<file path="config.mk">
export PLATFORM = sky130hd
export DESIGN_NAME = dds_sine_core
export DESIGN_NICKNAME = d
export VERILOG_FILES = /design/src/rtl/dds_sine_core.sv
export SDC_FILE = /design/constraint.sdc
export NUM_CORES = 1
export LEC_CHECK = 0
export CAP_MARGIN = 20
export CELL_PAD_IN_SITES_DETAIL_PLACEMENT = 0
export CELL_PAD_IN_SITES_GLOBAL_PLACEMENT = 1
export CORE_MARGIN = 4
export CORE_UTILIZATION = 35
export DETAILED_ROUTE_END_ITERATION = 10
export PLACE_DENSITY_LB_ADDON = 0.1
export RECOVER_POWER = 25
export SETUP_SLACK_MARGIN = 0.05
export SLEW_MARGIN = 0
export SYNTH_ARGS = -nofsm -noshare
export SYNTH_HDL_FRONTEND = slang
export SYNTH_SLANG_ARGS = --single-unit
export TNS_END_PERCENT = 1
</file>
<file path="constraint.sdc">
create_clock -name clk -period 5.4 [get_ports clk]
set_input_delay 0.81 -clock clk [delete_from_list [all_inputs] [get_ports clk]]
set_output_delay 0.81 -clock clk [all_outputs]
set_load 0.1 [all_outputs]
</file>
<file path="src/rtl/dds_sine_core.sv">
// Phase-accumulator DDS: FTW accumulation, quarter-wave sine ROM, fixed 3-cycle output pipeline.
// Optional LFSR phase dithering before truncation is enabled by defining DDS_PHASE_DITHER_EN.
module dds_sine_core #(
  parameter int ACC_W  = 32,
  parameter int LUT_AW = 8,
  parameter int OUT_W  = 10
) (
  input  logic              clk,
  input  logic              rst,
  input  logic              enable,
  input  logic [ACC_W-1:0]  ftw_data,
  input  logic              ftw_valid,
  output logic              ftw_ready,
  input  logic [LUT_AW+1:0] phase_off,
  output logic [OUT_W-1:0]  sample,
  output logic              sample_valid,
  output logic              cycle_start
);
  localparam int  PH_W  = LUT_AW + 2;
  localparam int  ROM_W = OUT_W - 1;
  localparam int  ROM_N = 1 << LUT_AW;
  localparam real PI    = 3.14159265358979323846;
  localparam real AMP   = real'((1 << ROM_W) - 1);

  logic [ACC_W-1:0] acc_reg;
  logic [ACC_W-1:0] ftw_active_reg;
  logic [ACC_W-1:0] ftw_pending_reg;
  logic             pending_reg;
  logic             wrap_reg;
  logic [ACC_W:0]   acc_sum;
  logic             wrap;
  logic             apply;

  assign acc_sum = {1'b0, acc_reg} + {1'b0, ftw_active_reg};
  assign wrap    = enable & acc_sum[ACC_W];
  // A new word only takes effect where it cannot cut an output period short.
  assign apply   = pending_reg & (wrap | ~enable | (ftw_active_reg == '0));

  always_ff @(posedge clk or posedge rst) begin
    if (rst) begin
      acc_reg         <= '0;
      ftw_active_reg  <= '0;
      ftw_pending_reg <= '0;
      pending_reg     <= 1'b0;
      ftw_ready       <= 1'b1;
      wrap_reg        <= 1'b0;
    end else begin
      if (enable)
        acc_reg <= acc_sum[ACC_W-1:0];
      wrap_reg <= wrap;
      if (apply) begin
        ftw_active_reg <= ftw_pending_reg;
        pending_reg    <= 1'b0;
        ftw_ready      <= 1'b1;
      end else if (ftw_valid && ftw_ready) begin
        ftw_pending_reg <= ftw_data;
        pending_reg     <= 1'b1;
        ftw_ready       <= 1'b0;
      end
    end
  end

  logic round_up;
`ifdef DDS_PHASE_DITHER_EN
  localparam int D = ACC_W - PH_W;
  logic [31:0] lfsr_reg;

  always_ff @(posedge clk or posedge rst) begin
    if (rst)
      lfsr_reg <= 32'h1;
    else if (enable)
      lfsr_reg <= {1'b0, lfsr_reg[31:1]} ^ (lfsr_reg[0] ? 32'h8020_0003 : 32'h0);
  end

  // Carry out of acc_low + lfsr_low, expressed without a wide adder.
  assign round_up = acc_reg[D-1:0] > ~lfsr_reg[D-1:0];
`else
  assign round_up = 1'b0;
`endif

  logic [PH_W-1:0]   phase;
  logic [LUT_AW-1:0] idx;

  assign phase = acc_reg[ACC_W-1 -: PH_W] + phase_off + PH_W'(round_up);
  assign idx   = phase[PH_W-2] ? ~phase[LUT_AW-1:0] : phase[LUT_AW-1:0];

  // Half-LSB offset makes the quarter wave mirror exactly across quadrants.
  logic [ROM_W-1:0] rom [ROM_N];
  for (genvar gi = 0; gi < ROM_N; gi++) begin : g_rom
    localparam real ANG = PI / 2.0 * (real'(gi) + 0.5) / real'(ROM_N);
    assign rom[gi] = ROM_W'($rtoi(AMP * $sin(ANG) + 0.5));
  end

  logic [LUT_AW-1:0] s1_idx_reg;
  logic              s1_neg_reg, s1_valid_reg, s1_wrap_reg;
  logic [ROM_W-1:0]  s2_mag_reg;
  logic              s2_neg_reg, s2_valid_reg, s2_wrap_reg;
  logic [OUT_W-1:0]  mag_ext;

  assign mag_ext = {1'b0, s2_mag_reg};

  always_ff @(posedge clk or posedge rst) begin
    if (rst) begin
      s1_idx_reg   <= '0;
      s1_neg_reg   <= 1'b0;
      s1_valid_reg <= 1'b0;
      s1_wrap_reg  <= 1'b0;
      s2_mag_reg   <= '0;
      s2_neg_reg   <= 1'b0;
      s2_valid_reg <= 1'b0;
      s2_wrap_reg  <= 1'b0;
      sample       <= '0;
      sample_valid <= 1'b0;
      cycle_start  <= 1'b0;
    end else begin
      s1_idx_reg   <= idx;
      s1_neg_reg   <= phase[PH_W-1];
      s1_valid_reg <= enable;
      s1_wrap_reg  <= wrap_reg;
      s2_mag_reg   <= rom[s1_idx_reg];
      s2_neg_reg   <= s1_neg_reg;
      s2_valid_reg <= s1_valid_reg;
      s2_wrap_reg  <= s1_wrap_reg;
      sample_valid <= s2_valid_reg;
      cycle_start  <= s2_wrap_reg;
      if (s2_valid_reg)
        sample <= s2_neg_reg ? (OUT_W'(0) - mag_ext) : mag_ext;
    end
  end
endmodule

</file>
==> Word level (Yosys, flattened, before mapping) <==
Memories as Yosys holds them, arrays and structs flattened. A register that Yosys moved wholly into a read port is not among the register bits.
Cells that the tools add are included.
W data, S select, Z words.
{ "totals": {"register_bits": 125, "out_inout_bits": 13, "rom_bits": 2304, "memories": 1, "wordCells": 38} }
{ "memory_table": {"columns": ["name", "depth", "width", "read_ports", "rd_ports_with_merged_regs", "write_ports", "line_no", "rtl"], "rows": [
  ["(name not given)", 256, 9, 1, 1, 0, "120", "s2_mag_reg <= rom[s1_idx_reg];"]
]} }
{ "classes": {"reduce_logical": 4, "n_mux": 6, "n_bitwise": 8, "addsub": 3} }
{ "op_table": {"columns": ["operator", "count"], "rows": [
  ["$add A32 B32 Y33", 1],
  ["$logic_not A32 Y1", 1],
  ["$add A10 B10 Y10", 1],
  ["$mux W10", 1],
  ["$sub A1 B9 Y10 const A", 1],
  ["$not A8 Y9", 1],
  ["$mux W8", 1],
  ["$not A8 Y8", 1],
  ["$mux W1", 4],
  ["$and A1 B1 Y1", 2],
  ["$not A1 Y1", 2],
  ["$or A1 B1 Y1", 2],
  ["$reduce_and A2 Y1", 1],
  ["$reduce_bool A2 Y1", 1],
  ["$logic_and A1 B1 Y1", 1]
]} }

==> Longest topological paths before layout <==
Gate-level depths: netlist of the first run.
{ "logic_depth": {"word_depth": 7, "mapped_depth": 13, "ltp_nobuf": 10} }

==> Worst setup path before layout of the first run <==
OpenSTA, ideal clock, no wires.
{ "synth_timing": {"kind": "reg2reg", "startpoint": "register acc_reg[0]", "endpoint": "register ftw_pending_reg[0]", "stages_incl_launch_ff": 14, "path_buffers": 3, "setup_ns": 0.125, "arrival_time_ns": 2.989, "path_slack_ns": 2.286, "synth_period_minus_slack_ns": 3.114, "required_ns": 5.275, "path_cell_list": "dfrtp_1 ha_1 fa_1 a211oi_2 o211ai_2 a2111oi_4 nor2_2 a211oi_2 nor2b_1 buf_6 or2_1 buf_6 buf_6 mux2_4"} }
{ "synth_between": {"elab_chain_len": 7} }
{ "synth_rtl": {"columns": ["item", "line_no", "rtl"], "rows": [
  ["start, declared", "25", "logic [ACC_W-1:0] acc_reg;"],
  ["start signal, assigned", "49", "acc_reg <= acc_sum[ACC_W-1:0];"],
  ["$add A32 B32 Y33", "34", "assign acc_sum = {1'b0, acc_reg} + {1'b0, ftw_active_reg};"],
  ["$and A1 B1 Y1", "35", "assign wrap = enable & acc_sum[ACC_W];"],
  ["$or A1 B1 Y1 (2 in a row)", "37", "assign apply = pending_reg & (wrap | ~enable | (ftw_active_reg == '0));"],
  ["$and A1 B1 Y1", "37", null],
  ["$not A1 Y1 (no source line)", null, null],
  ["$reduce_and A2 Y1 (no source line)", null, null],
  ["end signal, assigned", "56", "ftw_pending_reg <= ftw_data;"],
  ["end, declared", "27", "logic [ACC_W-1:0] ftw_pending_reg;"]
]} }
No other way between the ends.
A chain may end at the register's enable or synchronous reset.

==> Worst setup path in the final report of the first run <==
{ "layout_timing": {"startpoint": "register ftw_active_reg[0]", "endpoint": "register ftw_pending_reg[28]"} }
{ "layout_between": {"elab_chain_len": 7, "elab_cells_between_ends": 8} }
{ "layout_rtl": {"columns": ["item", "line_no", "rtl"], "rows": [
  ["start, declared", "26", "logic [ACC_W-1:0] ftw_active_reg;"],
  ["start signal, assigned", "52", "ftw_active_reg <= ftw_pending_reg;"],
  ["$add A32 B32 Y33", "34", null],
  ["$and A1 B1 Y1", "35", null],
  ["$or A1 B1 Y1", "37", null],
  ["$or A1 B1 Y1 (*)", "37", null],
  ["$and A1 B1 Y1 (*)", "37", null],
  ["$not A1 Y1 (no source line) (*)", null, null],
  ["$reduce_and A2 Y1 (no source line) (*)", null, null]
]} }
Mark *: on every way between the ends. The rest lies on a longest branch, timed or not.

==> summary.md, run 1 <==
| Metric | Value |
|---|---|
| CTS buffer count | 17 |
| Crit Path Max Fanout | 17 |
| #FFs+latches synth | 134 |
| CP max-delay cell | or2_2 |
| Fill cell count | 2636 |
| Worst path cell trace | ha_1 -> fa_1 -> a211oi_2 -> o211ai_2 -> a2111oi_4 -> nor2_2 -> a211oi_2 -> nor2b_4 -> or2_2 -> buf_12 -> mux2_4 |
| WP data required | 5.69 ns |
| N_diodes | 0 |
| DR pass1 iterations | 5 |
| GR Util met2 | 27.9% |
| GR Util met3 | 2.62% |
| Top-count cell post-synth | dfrtp_1 |
| RePlAce Congestion | 0.865 |
| Largest family of logic cells by synthesized area | compound AO/OA/AOI/OAI gates |
| Grt total ovfl | 0 |
| RSZ-0062 raised after global routing | no |
| Number of port buffers | 58 |
| Initial Utilization | 35.5% |
| Initial antenna violation count | 0 |
| Simple-gate area share of the yosys netlist | 12.3% |
| Post-synth ARST share | 100% |
| Top Family by Delay on Critical Path | compound AO/OA/AOI/OAI gates |
| DRC viols | 0 |
| Mapped Area | 9210 sq um |
| Commonest cells in the netlist | dfrtp_1 (133), a21oi_1 (93), nor2_1 (80) |
| Final core utilization | 41.0% |
| Max Fclk | 275 MHz |
| Mux cell area share after synthesis | 14.3% |
| Final setup viols | 0 |
| GR peak layer | met2 |
| Drt total wl | 24.4 mm |
| Final ANT Viol Nets | 0 |
| Max-cap violations | 2 |
| Reg area | 3360 sq um |
| Startpoint types | register |
| CTS resizes | 0 |
| Die Span Y | 170 um |
| Vias per cell | 5.44 |
| Htree depth | 4 |
| Post-CTS setup buffer count | 0 |
| Die X | 170 um |
| Clk buf depth | 2 |
| Worst-Skew Late Latency | 0.42 ns |
| Num rows | 59 |
| Pwr per Cell Area | 410 nW/um^2 |
| Actual slew at the worst max-slew pin | 2.30 ns |
| Slew headroom | -53.2% |
| Met1 Use GR | 23.2% |
| Crit path kind | register to register |
| Number of flops mapped to enable cells by yosys | 0 |
| Vias in the first global route | 7260 |
| Hold Vio Cnt, Final | 0 |
| Outcome | finished with violations |
| Routed wire per std cell | 18.1 um |
| Placed cell area | 10100 sq um |
| Core area | 26000 sq um |
| Synth Area in Adders | 7.77% |
| CTS tree | done |
| Share of the synthesized area in the top cell type | 36.1% |
| Post-synth top area cell | dfrtp_1 |
| Die ar. | 29000 sq um |
| Min Tclk post-route | 3.63 ns |
| Ranking of synthesized cells by area | dfrtp_1 (36%), mux2_2 (7.5%), ha_1 (7.3%) |
| Failing checks | max-capacitance violations, max-slew violations |
| Skew final | 0.0129 ns |
| Warnings, synthesis | 0 |
| Hold crit path type | register to register |
| Multi-input logic area | 5510 sq um |
| Post-synthesis cell count | 973 |
| Clock slew at reported path FFs | 0.06 ns |
| Worst path arrival time | 3.93 ns |
| Root Buffer | clkbuf_16 |
| Peak supply drop | 0.000363 V |
| Nets | 1104 |
| CP dominant cell by count | a211oi_2 |
| Critical path buffer and inverter count | 1 |
| Ratio of cells with drive above 1 in the final layout | 15.5% |
| Leakage power | 4.98 nW |
| GRT Util Overall | 16.9% |
| Post-synth cell types | 64 |
| Post-synthesis compound-gate area fraction | 20.0% |
| Detailed Place HPWL | 17.6 mm |
| CP peak stage delay | 0.56 ns |
| # hold bufs at CTS | 0 |
| Ys flop type | dfrtp_1 |
| Sequential element share of the synthesized area | 36.4% |
| TNS Setup | 0 ns |
| Starting DRT DRC Count | 511 |
| Synth Area in XOR/XNOR | 5.32% |
| Via count | 7341 |
| Syn_nets | 1075 |
| Kind of end point of the critical path | register |
| Period utilisation layout | 67.2% |
| Design area | 10700 sq um |
| First-pass GRT wire length | 39.3 mm |
| Slew Viols, Final | 143 |
| Largest net degree at the start of global routing | 107 |
| Syn Area/Cell | 9.47 sq um |
| TritonCTS Sinks | 134 |
| # IOs | 59 |
| Area grow syn2layout | 15.7% |
-- metal layers --
metal	vias up	share of wire [%]
met5	-	0
met4	0	1.3
met2	155	48
li1	3633	-
met1	3536	47
met3	17	3.5
-- worst paths after layout --
| path | startpoint | to | slack (ns) | cells after the start |
|---|---|---|---|---|
| hold reg to reg | s1_valid_reg | s2_valid_reg | 0.35 | 0 |
| min in group asynchronous | rst | ftw_pending_reg[2] | 1.57 | 2 |
| setup / recovery | ftw_active_reg[0] | ftw_pending_reg[28] | 1.77 | 11 |
| hold / removal | s1_valid_reg | s2_valid_reg | 0.35 | 0 |
| setup reg to reg | ftw_active_reg[0] | ftw_pending_reg[28] | 1.77 | 11 |
| max in group asynchronous | rst | s1_idx_reg[3] | 2.48 | 3 |
-- cells in the final DEF (no fill, tap or decap), types with 4 or more instances in the layout --
cell               n
o22ai_1            5
nor4_1            12
inv_1             21
nor3b_1            4
clkbuf_16         17
xor2_1            23
mux2_4            30
buf_4             10
nand3b_1           5
mux2_2            61
o21ai_0           73
dfrtp_1          132
nand4_1            7
clkdlybuf4s50_1   56
nor2b_1           11
nand2_1           76
ha_1              54
inv_6              4
o31ai_1            9
or2_2              5
nand2b_1           4
nand3_1           15
mux2i_1            7
mux4_2             5
a211oi_1          12
xnor2_1           33
nor3_1            21
nor2_1            80
a221oi_1           8
a21o_1            26
o211ai_1          10
o21bai_1           4
a21oi_1           93
a31oi_1           14
-- worst register-to-register path: cells and delay by family, from the launching register on --
| family | cells | cell delay [ns] |
|---|---|---|
| compound gates | 4 | 1.10 |
| mux | 1 | 0.32 |
| buf+inv | 1 | 0.28 |
| flops | 1 | 0.40 |
| simple gates | 3 | 0.75 |
| fa+ha+maj | 2 | 0.68 |
-- per-stage QoR --
stage          hold WS, ns  setup WS [ns]  power [mW]  cells
2_1_floorplan        0.331           1.01        2.67    973
3_3_place_gp         0.333           1.59        3.21   1318
3_5_place_dp         0.335           1.55        3.18   1318
4_1_cts              0.354           1.73        4.41   1350
5_1_grt              0.358           1.55        4.63   1350
6_report             0.350           1.77        4.37   1350
-- logic make-up (layout without fill, tap and decap cells) --
| logic type | after synthesis | count (layout) |
|---|---|---|
| buf+inv | 83 | 125 |
| simple gates | 248 | 248 |
| xor+xnor | 56 | 56 |
| fa+ha+maj | 56 | 56 |
| mux | 103 | 103 |
| flops | 134 | 134 |
| compound gates | 293 | 293 |
-- report_power, final --
part	total [mW]	switching, mW	leakage, nW	internal, mW
combinational	1.88	1.21	2.92	0.667
clock	1.20	0.486	0.291	0.709
sequential	1.29	0.178	1.77	1.12
-- final cells by class --
class | count | share of cell area (%)
clock inverters | 13 | 1.51
well taps | 335 | 3.93
clock buffers | 19 | 4.16
inverters | 23 | 0.845
flip-flops and latches | 134 | 31.5
repair buffers | 70 | 6.37
multi-input cells | 756 | 51.7
Note: power is estimated with default switching activity, not from simulation.
==> run 2: changes to the inputs <==
Clock period 5.4 ns to 3.7 ns, I/O delays scaled along.
==> run 2 against run 1 <==
  * The flow still finishes with violations (max-capacitance violations, max-slew violations)
  * Design area grew 0.75%
  * Cell count rose by 1.0%
  * Via count is 0.69% higher
  * Sequential share of layout area decreased by 0.23 points
  * Critical path depth unchanged
  * Critical endpoint is now ftw_pending_reg[12]
  * Largest power group unchanged
==> summary.md, run 2 (synthesis results as in run 1) <==
| Metric | Value |
|---|---|
| Die X | 170 um (unchanged) |
| N_diodes | 0 (unchanged) |
| First-pass GRT wire length | 40.4 mm (was 39.3 mm) |
| Crit path kind | register to register (unchanged) |
| CTS tree | done (unchanged) |
| # IOs | 59 (unchanged) |
| FF-to-FF End | ftw_pending_reg[12] (was ftw_pending_reg[28]) |
| Worst hold start | s1_valid_reg (unchanged) |
| Psw | 2.80 mW (was 1.88 mW) |
| WP data required | 4.01 ns (was 5.69 ns) |
| Hold depth | 0 (unchanged) |
| Area grow syn2layout | 16.6% (was 15.7%) |
| Overall power | 6.45 mW (was 4.37 mW) |
| Nets | 1118 (was 1104) |
| Via count | 7392 (was 7341) |
| Grt total ovfl | 0 (unchanged) |
| Htree depth | 4 (unchanged) |
| Slew headroom | -25.6% (was -53.2%) |
| Max Fclk | 295 MHz (was 275 MHz) |
| Most frequent cells in the layout | dfrtp_1 (132), a21oi_1 (93), nor2_1 (80), nand2_1 (76), o21ai_0 (73) (unchanged) |
| # hold bufs at CTS | 0 (unchanged) |
| GRT Util Overall | 17.4% (was 16.9%) |
| CP peak stage delay | 0.44 ns (was 0.56 ns) |
| Kind of end point of the critical path | register (unchanged) |
| Leakage power | 5.04 nW (was 4.98 nW) |
| Num rows | 59 (unchanged) |
| Largest net degree at the start of global routing | 76 (was 107) |
| Root Buffer | clkbuf_16 (unchanged) |
| Die Span Y | 170 um (unchanged) |
| Number of port buffers | 58 (unchanged) |
| Post-CTS setup buffer count | 0 (unchanged) |
| Clock share of power | 27.0% (was 27.4%) |
| TritonCTS Sinks | 134 (unchanged) |
| CTS buffer count | 17 (unchanged) |
| Worst path arrival time | 3.70 ns (was 3.93 ns) |
| Detailed Place HPWL | 17.9 mm (was 17.6 mm) |
| Hold Vio Cnt, Final | 0 (unchanged) |
| Min Tclk post-route | 3.39 ns (was 3.63 ns) |
| Outcome | finished with violations (unchanged) |
| CP dominant cell by count | a211oi_2 (unchanged) |
| Hold crit path type | register to register (unchanged) |
| Initial antenna violation count | 0 (unchanged) |
| Failing checks | max-capacitance violations, max-slew violations (unchanged) |
| Peak supply drop | 0.000627 V (was 0.000363 V) |
| Max-cap violations | 2 (unchanged) |
| Sequential Power Share | 28.6% (was 29.6%) |
| Skew final | 0.00823 ns (was 0.0129 ns) |
| Vias in the first global route | 7527 (was 7260) |
| Most common library cell in the layout ignoring fill and taps | dfrtp_1 (unchanged) |
| Clk buf depth | 2 (unchanged) |
| Combinational Power Share | 44.4% (was 43.0%) |
| Routed wire per std cell | 18.2 um (was 18.1 um) |
| Pwr per Cell Area | 601 nW/um^2 (was 410 nW/um^2) |
| Core area | 26000 sq um (unchanged) |
| Crit Path Max Fanout | 19 (was 17) |
| Worst path cell trace | ha_1 -> fa_1 -> a211oi_2 -> o211ai_2 -> a2111oi_4 -> nor2_2 -> a211oi_2 -> nor2b_4 -> or2_2 -> buf_4 -> mux2_4 (was ha_1 -> fa_1 -> a211oi_2 -> o211ai_2 -> a2111oi_4 -> nor2_2 -> a211oi_2 -> nor2b_4 -> or2_2 -> buf_12 -> mux2_4) |
| Reg-to-reg startpoint | ftw_active_reg[0] (unchanged) |
| Die ar. | 29000 sq um (unchanged) |
| Flop2flop setup slack | 0.31 ns (was 1.77 ns) |
| RePlAce Congestion | 0.825 (was 0.865) |
| Period utilisation layout | 91.6% (was 67.2%) |
| TNS Setup | 0 ns (unchanged) |
| Startpoint types | register (unchanged) |
| Switching portion of total power | 43.4% (was 42.9%) |
| Int Power | 3.65 mW (was 2.49 mW) |
| Actual slew at the worst max-slew pin | 1.88 ns (was 2.30 ns) |
| Ratio of cells with drive above 1 in the final layout | 16.8% (was 15.5%) |
| FF-to-FF path depth | 11 (unchanged) |
| Clock slew at reported path FFs | 0.07 ns (was 0.06 ns) |
| Hold EP | s2_valid_reg (unchanged) |
| CTS resizes | 0 (unchanged) |
| Slew Viols, Final | 135 (was 143) |
| Final ANT Viol Nets | 0 (unchanged) |
| DRC viols | 0 (unchanged) |
| Final setup viols | 0 (unchanged) |
| RSZ-0062 raised after global routing | no (unchanged) |
| DR pass1 iterations | 7 (was 5) |
| Initial Utilization | 35.5% (unchanged) |
| Vias per cell | 5.42 (was 5.44) |
| Worst-Skew Late Latency | 0.42 ns (about the same) |
| Drt total wl | 24.8 mm (was 24.4 mm) |
| Starting DRT DRC Count | 414 (was 511) |
| CP max-delay cell | fa_1 (was or2_2) |
run 2: cell types whose count changed in the layout (fill, tap and decap cells not counted), sizes merged:
cell	before	now
buf	11	24
bufinv	2	1
dlygate4sd3	2	1
clkdlybuf4s50	56	57
inv	28	30
run 2: worst max-delay path by stage:
stage,start,end,slack [ns]
floorplan,acc_reg[0],ftw_pending_reg[0],0.59
global placement,phase_off[0],s1_idx_reg[7],0.15
detailed placement,phase_off[0],s1_idx_reg[6],0.11
CTS,ftw_active_reg[0],ftw_pending_reg[4],0.27
global route,acc_reg[0],ftw_pending_reg[4],0.12
finish,ftw_active_reg[0],ftw_pending_reg[12],0.31
run 2: critical path, delay by kind of cell (launching register included):
family	cells	cell delay [ns]
mux	1	0.33
buf+inv	1	0.26
flops	1	0.40
simple gates	3	0.50
fa+ha+maj	2	0.67
compound gates	4	1.10
run 2: area by class of cell:
| class | count | area [sq um] |
|---|---|---|
| Fill cell | 2636 | 15200 |
| Multi-Input combinational cell | 756 | 5510 |
| Sequential cell | 134 | 3360 |
| Timing Repair Buffer | 84 | 771 |
| Clock buffer | 18 | 439 |
| Tap cell | 335 | 419 |
| Clock inverter | 14 | 156 |
| Inverter | 23 | 87.6 |
run 2: per-layer routing:
| metal | track usage (%) | wire, um |
|---|---|---|
| met5 | 0 | 0 |
| met4 | 4.34 | 353 |
| met3 | 2.58 | 745 |
| met2 | 30.6 | 12400 |
| met1 | 22.4 | 11300 |
run 2: power groups by stage:
stage	sequential, mW	clock [mW]	combinational [mW]
finish	1.85	1.74	2.86
CTS	1.85	1.79	2.88
detailed placement	1.88	0	2.87
floorplan	2.14	0	1.76
global placement	1.88	0	2.90
global route	1.88	1.86	3.15
run 2: through the flow:
stage	setup slack (ns)	instance area, sq um	cells	util [%]	hold slack (ns)
2_1_floorplan	0.586	9220	973	-	0.331
3_3_place_gp	0.155	10200	1332	39.2	0.332
3_5_place_dp	0.114	10200	1332	39.2	0.336
4_1_cts	0.274	10800	1364	41.5	0.349
5_1_grt	0.121	10700	1364	41.3	0.359
6_report	0.309	10700	1364	41.3	0.347
